==> config.mk <==
export PLATFORM = sky130hd
export DESIGN_NAME = params_mem_arb
export DESIGN_NICKNAME = d
export VERILOG_FILES = /design/src/rtl/params_mem_arb.sv
export SDC_FILE = /design/constraint.sdc
export NUM_CORES = 1
export LEC_CHECK = 0
export ABC_AREA = 1
export CORE_MARGIN = 4
export CORE_UTILIZATION = 25
export CTS_CLUSTER_SIZE = 14
export DETAILED_ROUTE_END_ITERATION = 8
export PLACE_DENSITY = 0.78
export SYNTH_ARGS = -nofsm -noshare
export SYNTH_HDL_FRONTEND = slang
export SYNTH_SLANG_ARGS = --single-unit
==> constraint.sdc <==
create_clock -name clk -period 2.7 [get_ports clk]
set_clock_uncertainty 0.1 [all_clocks]
set_input_delay 0.405 -clock clk [delete_from_list [all_inputs] [get_ports clk]]
set_output_delay 0.405 -clock clk [all_outputs]
set_load 0.02 [all_outputs]
==> src/rtl/params_mem_arb.sv <==
// Arbiter for the parameter memory. Several round-robin readers and one writer share a single-port memory.
// Writes normally win; reads are forced through after STARVE_MAX write grants in a row.
module params_mem_arb #(
  parameter int unsigned N_REQ      = 3,
  parameter int unsigned ADDR_W     = 15,
  parameter int unsigned DATA_W     = 22,
  parameter int unsigned FMT_W      = 2,
  parameter int unsigned DEPTH      = 31744,
  parameter int unsigned STARVE_MAX = 4
) (
  input  logic                      clk,
  input  logic                      rst_n,
  input  logic [N_REQ-1:0]          rd_req_valid,
  input  logic [N_REQ*ADDR_W-1:0]   rd_req_addr,
  input  logic [N_REQ*FMT_W-1:0]    rd_req_format,
  output logic [N_REQ-1:0]          rd_req_ready,
  output logic [N_REQ-1:0]          rd_rsp_valid,
  output logic [DATA_W-1:0]         rd_rsp_data,
  output logic                      rd_rsp_err,
  input  logic                      wr_req_valid,
  input  logic [ADDR_W-1:0]         wr_req_addr,
  input  logic [DATA_W-1:0]         wr_req_data,
  input  logic [FMT_W-1:0]          wr_req_format,
  output logic                      wr_req_ready,
  output logic                      wr_err,
  output logic                      mem_rd_en,
  output logic [ADDR_W-1:0]         mem_rd_addr,
  output logic [FMT_W-1:0]          mem_rd_format,
  input  logic [DATA_W-1:0]         mem_rd_data,
  output logic                      mem_wr_en,
  output logic [ADDR_W-1:0]         mem_wr_addr,
  output logic [DATA_W-1:0]         mem_wr_data,
  output logic [FMT_W-1:0]          mem_wr_format,
  output logic                      mem_chip_en
);

  localparam int unsigned IDX_W = (N_REQ > 1) ? $clog2(N_REQ) : 1;
  localparam int unsigned CNT_W = (STARVE_MAX > 0) ? $clog2(STARVE_MAX + 1) : 1;
  localparam logic [IDX_W-1:0] LAST_IDX   = IDX_W'(N_REQ - 1);
  localparam logic [CNT_W-1:0] STARVE_TOP = CNT_W'(STARVE_MAX);

  logic [IDX_W-1:0]  rr_ptr;
  logic [CNT_W-1:0]  starve_cnt;
  logic              rsp_valid;
  logic [IDX_W-1:0]  rsp_idx;
  logic              rsp_err;
  logic              wr_err_q;

  logic              any_rd;
  logic              rd_found;
  logic [IDX_W-1:0]  rd_idx;
  logic              rd_gnt;
  logic              wr_gnt;
  logic              rd_in_range;
  logic              wr_in_range;

  logic [ADDR_W-1:0] req_addr [N_REQ];
  logic [FMT_W-1:0]  req_fmt  [N_REQ];

  for (genvar gi = 0; gi < N_REQ; gi++) begin : g_unpack
    assign req_addr[gi] = rd_req_addr[gi*ADDR_W +: ADDR_W];
    assign req_fmt[gi]  = rd_req_format[gi*FMT_W +: FMT_W];
  end

  // First valid requester at or after rr_ptr, wrapping modulo N_REQ.
  always_comb begin
    rd_found = 1'b0;
    rd_idx   = '0;
    for (int unsigned k = 0; k < N_REQ; k++) begin
      if (!rd_found && rd_req_valid[IDX_W'((32'(rr_ptr) + k) % N_REQ)]) begin
        rd_found = 1'b1;
        rd_idx   = IDX_W'((32'(rr_ptr) + k) % N_REQ);
      end
    end
  end

  assign any_rd      = |rd_req_valid;
  assign rd_gnt      = rst_n && rd_found && (!wr_req_valid || (starve_cnt == STARVE_TOP));
  assign wr_gnt      = rst_n && wr_req_valid && !rd_gnt;
  assign rd_in_range = 32'(req_addr[rd_idx]) < DEPTH;
  assign wr_in_range = 32'(wr_req_addr) < DEPTH;

  // Grants and memory port; everything idles at zero when nothing is granted.
  always_comb begin
    rd_req_ready  = '0;
    wr_req_ready  = wr_gnt;
    mem_rd_en     = 1'b0;
    mem_rd_addr   = '0;
    mem_rd_format = '0;
    mem_wr_en     = 1'b0;
    mem_wr_addr   = '0;
    mem_wr_data   = '0;
    mem_wr_format = '0;
    rd_rsp_valid  = '0;
    if (rd_gnt) begin
      rd_req_ready[rd_idx] = 1'b1;
    end
    if (rd_gnt && rd_in_range) begin
      mem_rd_en     = 1'b1;
      mem_rd_addr   = req_addr[rd_idx];
      mem_rd_format = req_fmt[rd_idx];
    end
    if (wr_gnt && wr_in_range) begin
      mem_wr_en     = 1'b1;
      mem_wr_addr   = wr_req_addr;
      mem_wr_data   = wr_req_data;
      mem_wr_format = wr_req_format;
    end
    if (rsp_valid) begin
      rd_rsp_valid[rsp_idx] = 1'b1;
    end
  end

  assign rd_rsp_data = (rsp_valid && !rsp_err) ? mem_rd_data : '0;
  assign rd_rsp_err  = rsp_valid && rsp_err;
  assign wr_err      = wr_err_q;
  assign mem_chip_en = rst_n;

  // Round-robin pointer, starvation counter and the one-deep response slot.
  always_ff @(posedge clk or negedge rst_n) begin
    if (!rst_n) begin
      rr_ptr     <= '0;
      starve_cnt <= '0;
      rsp_valid  <= 1'b0;
      rsp_idx    <= '0;
      rsp_err    <= 1'b0;
      wr_err_q   <= 1'b0;
    end else begin
      rsp_valid <= rd_gnt;
      rsp_idx   <= rd_idx;
      rsp_err   <= rd_gnt && !rd_in_range;
      wr_err_q  <= wr_gnt && !wr_in_range;
      if (rd_gnt) begin
        rr_ptr <= (rd_idx == LAST_IDX) ? '0 : rd_idx + 1'b1;
      end
      if (!any_rd || rd_gnt) begin
        starve_cnt <= '0;
      end else if (wr_gnt && (starve_cnt != STARVE_TOP)) begin
        starve_cnt <= starve_cnt + 1'b1;
      end
    end
  end

`ifdef ENABLE_ASSERTIONS
  a_mem_excl: assert property (@(posedge clk) disable iff (!rst_n) !(mem_rd_en && mem_wr_en));
  a_rdy_oh:   assert property (@(posedge clk) disable iff (!rst_n) $onehot0(rd_req_ready));
  a_rsp_oh:   assert property (@(posedge clk) disable iff (!rst_n) $onehot0(rd_rsp_valid));
`endif

endmodule

==> key figures <==
Detailed routing
  – Final ANT Viol Nets: 0
  – Vias: roughly 3.2k
  – Aggregate routed wire length: 11,500 µm
  – Drt drc: 0
  – Routed wire per std cell: between 15 and 20 µm
  – Drt pass-1 iters: 4
  – Vias/cell: approximately 4.6
  – Iteration-0 DRC Markers: slightly below 80

Floorplanning
  – Std cell rows: 30
  – Core area: between 0.006 and 0.007 mm²
  – Die X-Extent: between 90 and 100 µm
  – Ports: 208
  – Starting Density: a little over a quarter
  – Die area: between 0.008 and 0.009 mm²
  – Die Ht: a little over 90 µm

Final layout
  – Commonest non-fill, non-tap cell in the layout: clkdlybuf4s50_1
  – Area Overhead vs Synth: 196%
  – Count of nets after finishing: slightly above 700
  – Final Instance Count excl. Fillers: around 700
  – Commonest non-fill, non-tap cells in the layout: clkdlybuf4s50_1 (142), inv_1 (80), buf_6 (67), nor2_4 (52), buf_4 (51)
  – Multi-input gate area: around 0.0017 mm²
  – Sequential cell area: between 200 and 300 µm²
  – Layout cells sized above 1: between 40 and 50%
  – Layout fillers: 459

Timing
  – Fmax: around 310 MHz
  – Endpoints failing setup: 57
  – Final setup margin: -0.565 ns
  – Final Hold Fails: 0
  – Final Slew Violations: 0
  – Setup tns final: -22.79 ns
  – Minimum clock period: 3.27 ns
  – Hold_ws: 0.470 ns
  – Tightest Pin Transition: around 0.53 ns
  – Relative slew slack: roughly 65%
  – Final period util: 121%
  – Unrepaired setup endpoints after global routing: yes

Synthesis
  – #FFs+latches synth: 10
  – Complex-gate fraction of the synthesized area: about an eighth
  – Post-Synth Adder-Cell Area: under 10%
  – Main combinational cell family by area after synthesis: simple AND/OR/NAND/NOR gates
  – Post-Synth Simple-Gate Area: between 40% and 50%
  – Post-synthesis sequential area ratio: between 10 and 15%
  – Yosys cell types: 33
  – Top cell type's share of synthesized area: approximately 18%
  – Synth Net Count: about 450
  – Syn Inst Count: roughly 330
  – Mapped cell area: 0.00180 mm²
  – Synth Warn #: 0
  – Multiplexer area fraction after synthesis: 0%
  – Syn avg cell area: about 5.5 µm²
  – Cell taking the most area after synthesis: inv_1
  – Xor/xnor share of the synthesized area: less than 1%
  – Top post-synthesis cells by area: inv_1 (18%), nor2_1 (17%), dfrtp_1 (14%), nand2_1 (6.9%), nand3_1 (6.7%)

Placement
  – RePlAce Congestion: 0.901
  – HPWL Detailed: between 8000 and 9000 µm
  – I/O Buffers: between 200 and 250
  – Number of cells after detailed placement: 660

Power
  – Static leakage: about 0.0026 µW
  – Pwr dens: about 870 mW/mm²
  – Total power: between 4000 and 5000 µW
  – Worst IR Drop VDD: 0.831 mV

Worst setup path
  – Startpoint Class: flip-flop
  – Critical Path End Type: output pin
  – Worst endpoint data arrival time: roughly 2.8 ns
  – CP required: around 2.2 ns
  – Maximum fanout along the worst path: 8
  – Critical setup path kind: reg -> out

CTS
  – CTS buffer count: 3
  – Clk root buf: clkbuf_8
  – CTS tree: yes
  – Clock Latency Late Sink: about 0.23 ns
  – CTS clk-pin slew, worst paths: about 0.05 ns
  – Worst-case clock buffer depth: 2
  – H-tree lvl count: 1
  – CTS sink count: 10

GRT
  – Vias in the first global route: between 3k and 4k
  – GR Overflow Total: 0
  – First-pass GRT wire length: approximately 16,000 µm
  – GRT Overall Usage: 24.2%
  – Largest net degree at the start of global routing: 21
  – Initial antenna violation count: 1

Worst hold path
  – Hold WC Path Type: in -> async

Flow run
  – Max cap viols: 0

Run status
  – Outcome: finished with violations
  – Failing checks: setup timing
==> cells by family (layout without fill, tap and decap cells) <==
family / after synthesis / in the layout
and+or+nand+nor: 177 / 177
DFF: 10 / 10
xor gates and xnor gates: 1 / 1
AOI/OAI and AO/OA: 31 / 31
other: 0 / 2
buffers and inverters: 102 / 374
adders and majority gates: 6 / 6
==> cells in the mapped netlist <==
library cell,instances
inv_1,85
nor2_1,82
nand2_1,33
nand3_1,24
nor2_2,15
a21oi_1,13
a22o_1,10
dfrtp_1,10
ha_1,6
clkbuf_1,5
inv_2,5
nand2_2,5
nand3_2,4
nand4_1,4
nor3_1,3
o21ai_0,3
a221oi_1,2
buf_2,2
buf_6,2
buf_4,1
buf_8,1
clkinv_1,1
nand2_4,1
nand3_4,1
nand3b_1,1
nor2_4,1
nor3b_1,1
nor4_1,1
o21ai_4,1
o21bai_4,1
o31ai_1,1
or2_0,1
xor2_1,1
==> critical path: stages (launching register included) <==
cell	delay [ns]
dfrtp_1	0.39
buf_6	0.13
ha_2	0.19
o21ai_4	0.21
buf_6	0.13
nand3_1	0.11
nand2_1	0.12
nand2_2	0.08
nand2_2	0.13
nand3_1	0.14
nand3_2	0.14
nand3_4	0.10
o21bai_4	0.19
buf_6	0.13
buf_12	0.12
nor2_1	0.04
buf_4	0.15
==> cell type report <==
cell class	count	share of cell area (%)
multi-input cells	215	31.1
diodes	2	0.0939
repair buffers	279	54.0
inverters	91	6.81
clock buffers	4	1.03
flip-flops and latches	10	4.72
well taps	96	2.25
==> routing by layer <==
metal	GRT usage [%]	vias up	share of wire (%)
li1	-	1528	-
met1	23.3	1459	33
met2	49.1	164	55
met3	4.06	36	7.6
met4	10.9	0	4.7
met5	0	-	0
==> metrics by stage <==
stage	utilization, %	worst slack, ns	instance area (µm²)
after floorplan	-	-0.0635	2170
after global placement	66.6	-0.805	4600
after detailed placement	66.6	-0.857	4600
after CTS	75.6	-0.504	5220
after global routing	77.1	-0.705	5330
final	77.2	-0.565	5330
==> flip-flops by register name (all words and copies together), names as in the netlist <==
name / flops
rr_ptr: 2
rsp_err: 1
rsp_idx: 2
rsp_valid: 1
starve_cnt: 3
wr_err: 1
==> what timing repair did <==
action                     CTS  global route
setup endpoints to repair   62            62
pin swaps                   22            22
hold endpoints to repair     0             0
hold buffers                 0             0
cloned                       5             0
gates resized for setup    393            41
buffers inserted            19            14
==> power breakdown <==
part	switching (µW)	internal (µW)
combinational	2250	1970
sequential	31.2	190
clock	59.0	128
==> worst paths after layout <==
check / from / end / slack, ns / depth (start not counted)
max: rr_ptr[0] / mem_rd_format[0] / -0.57 / 16
min: rst_n / rr_ptr[1] / 0.47 / 2
max reg2reg: rr_ptr[0] / rsp_err / 0.29 / 13
min reg2reg: starve_cnt[0] / starve_cnt[0] / 0.48 / 2
max in group asynchronous: rst_n / wr_err / 1.88 / 2
min in group clk: starve_cnt[0] / starve_cnt[0] / 0.48 / 2
Power figures use the tool's default switching activity.
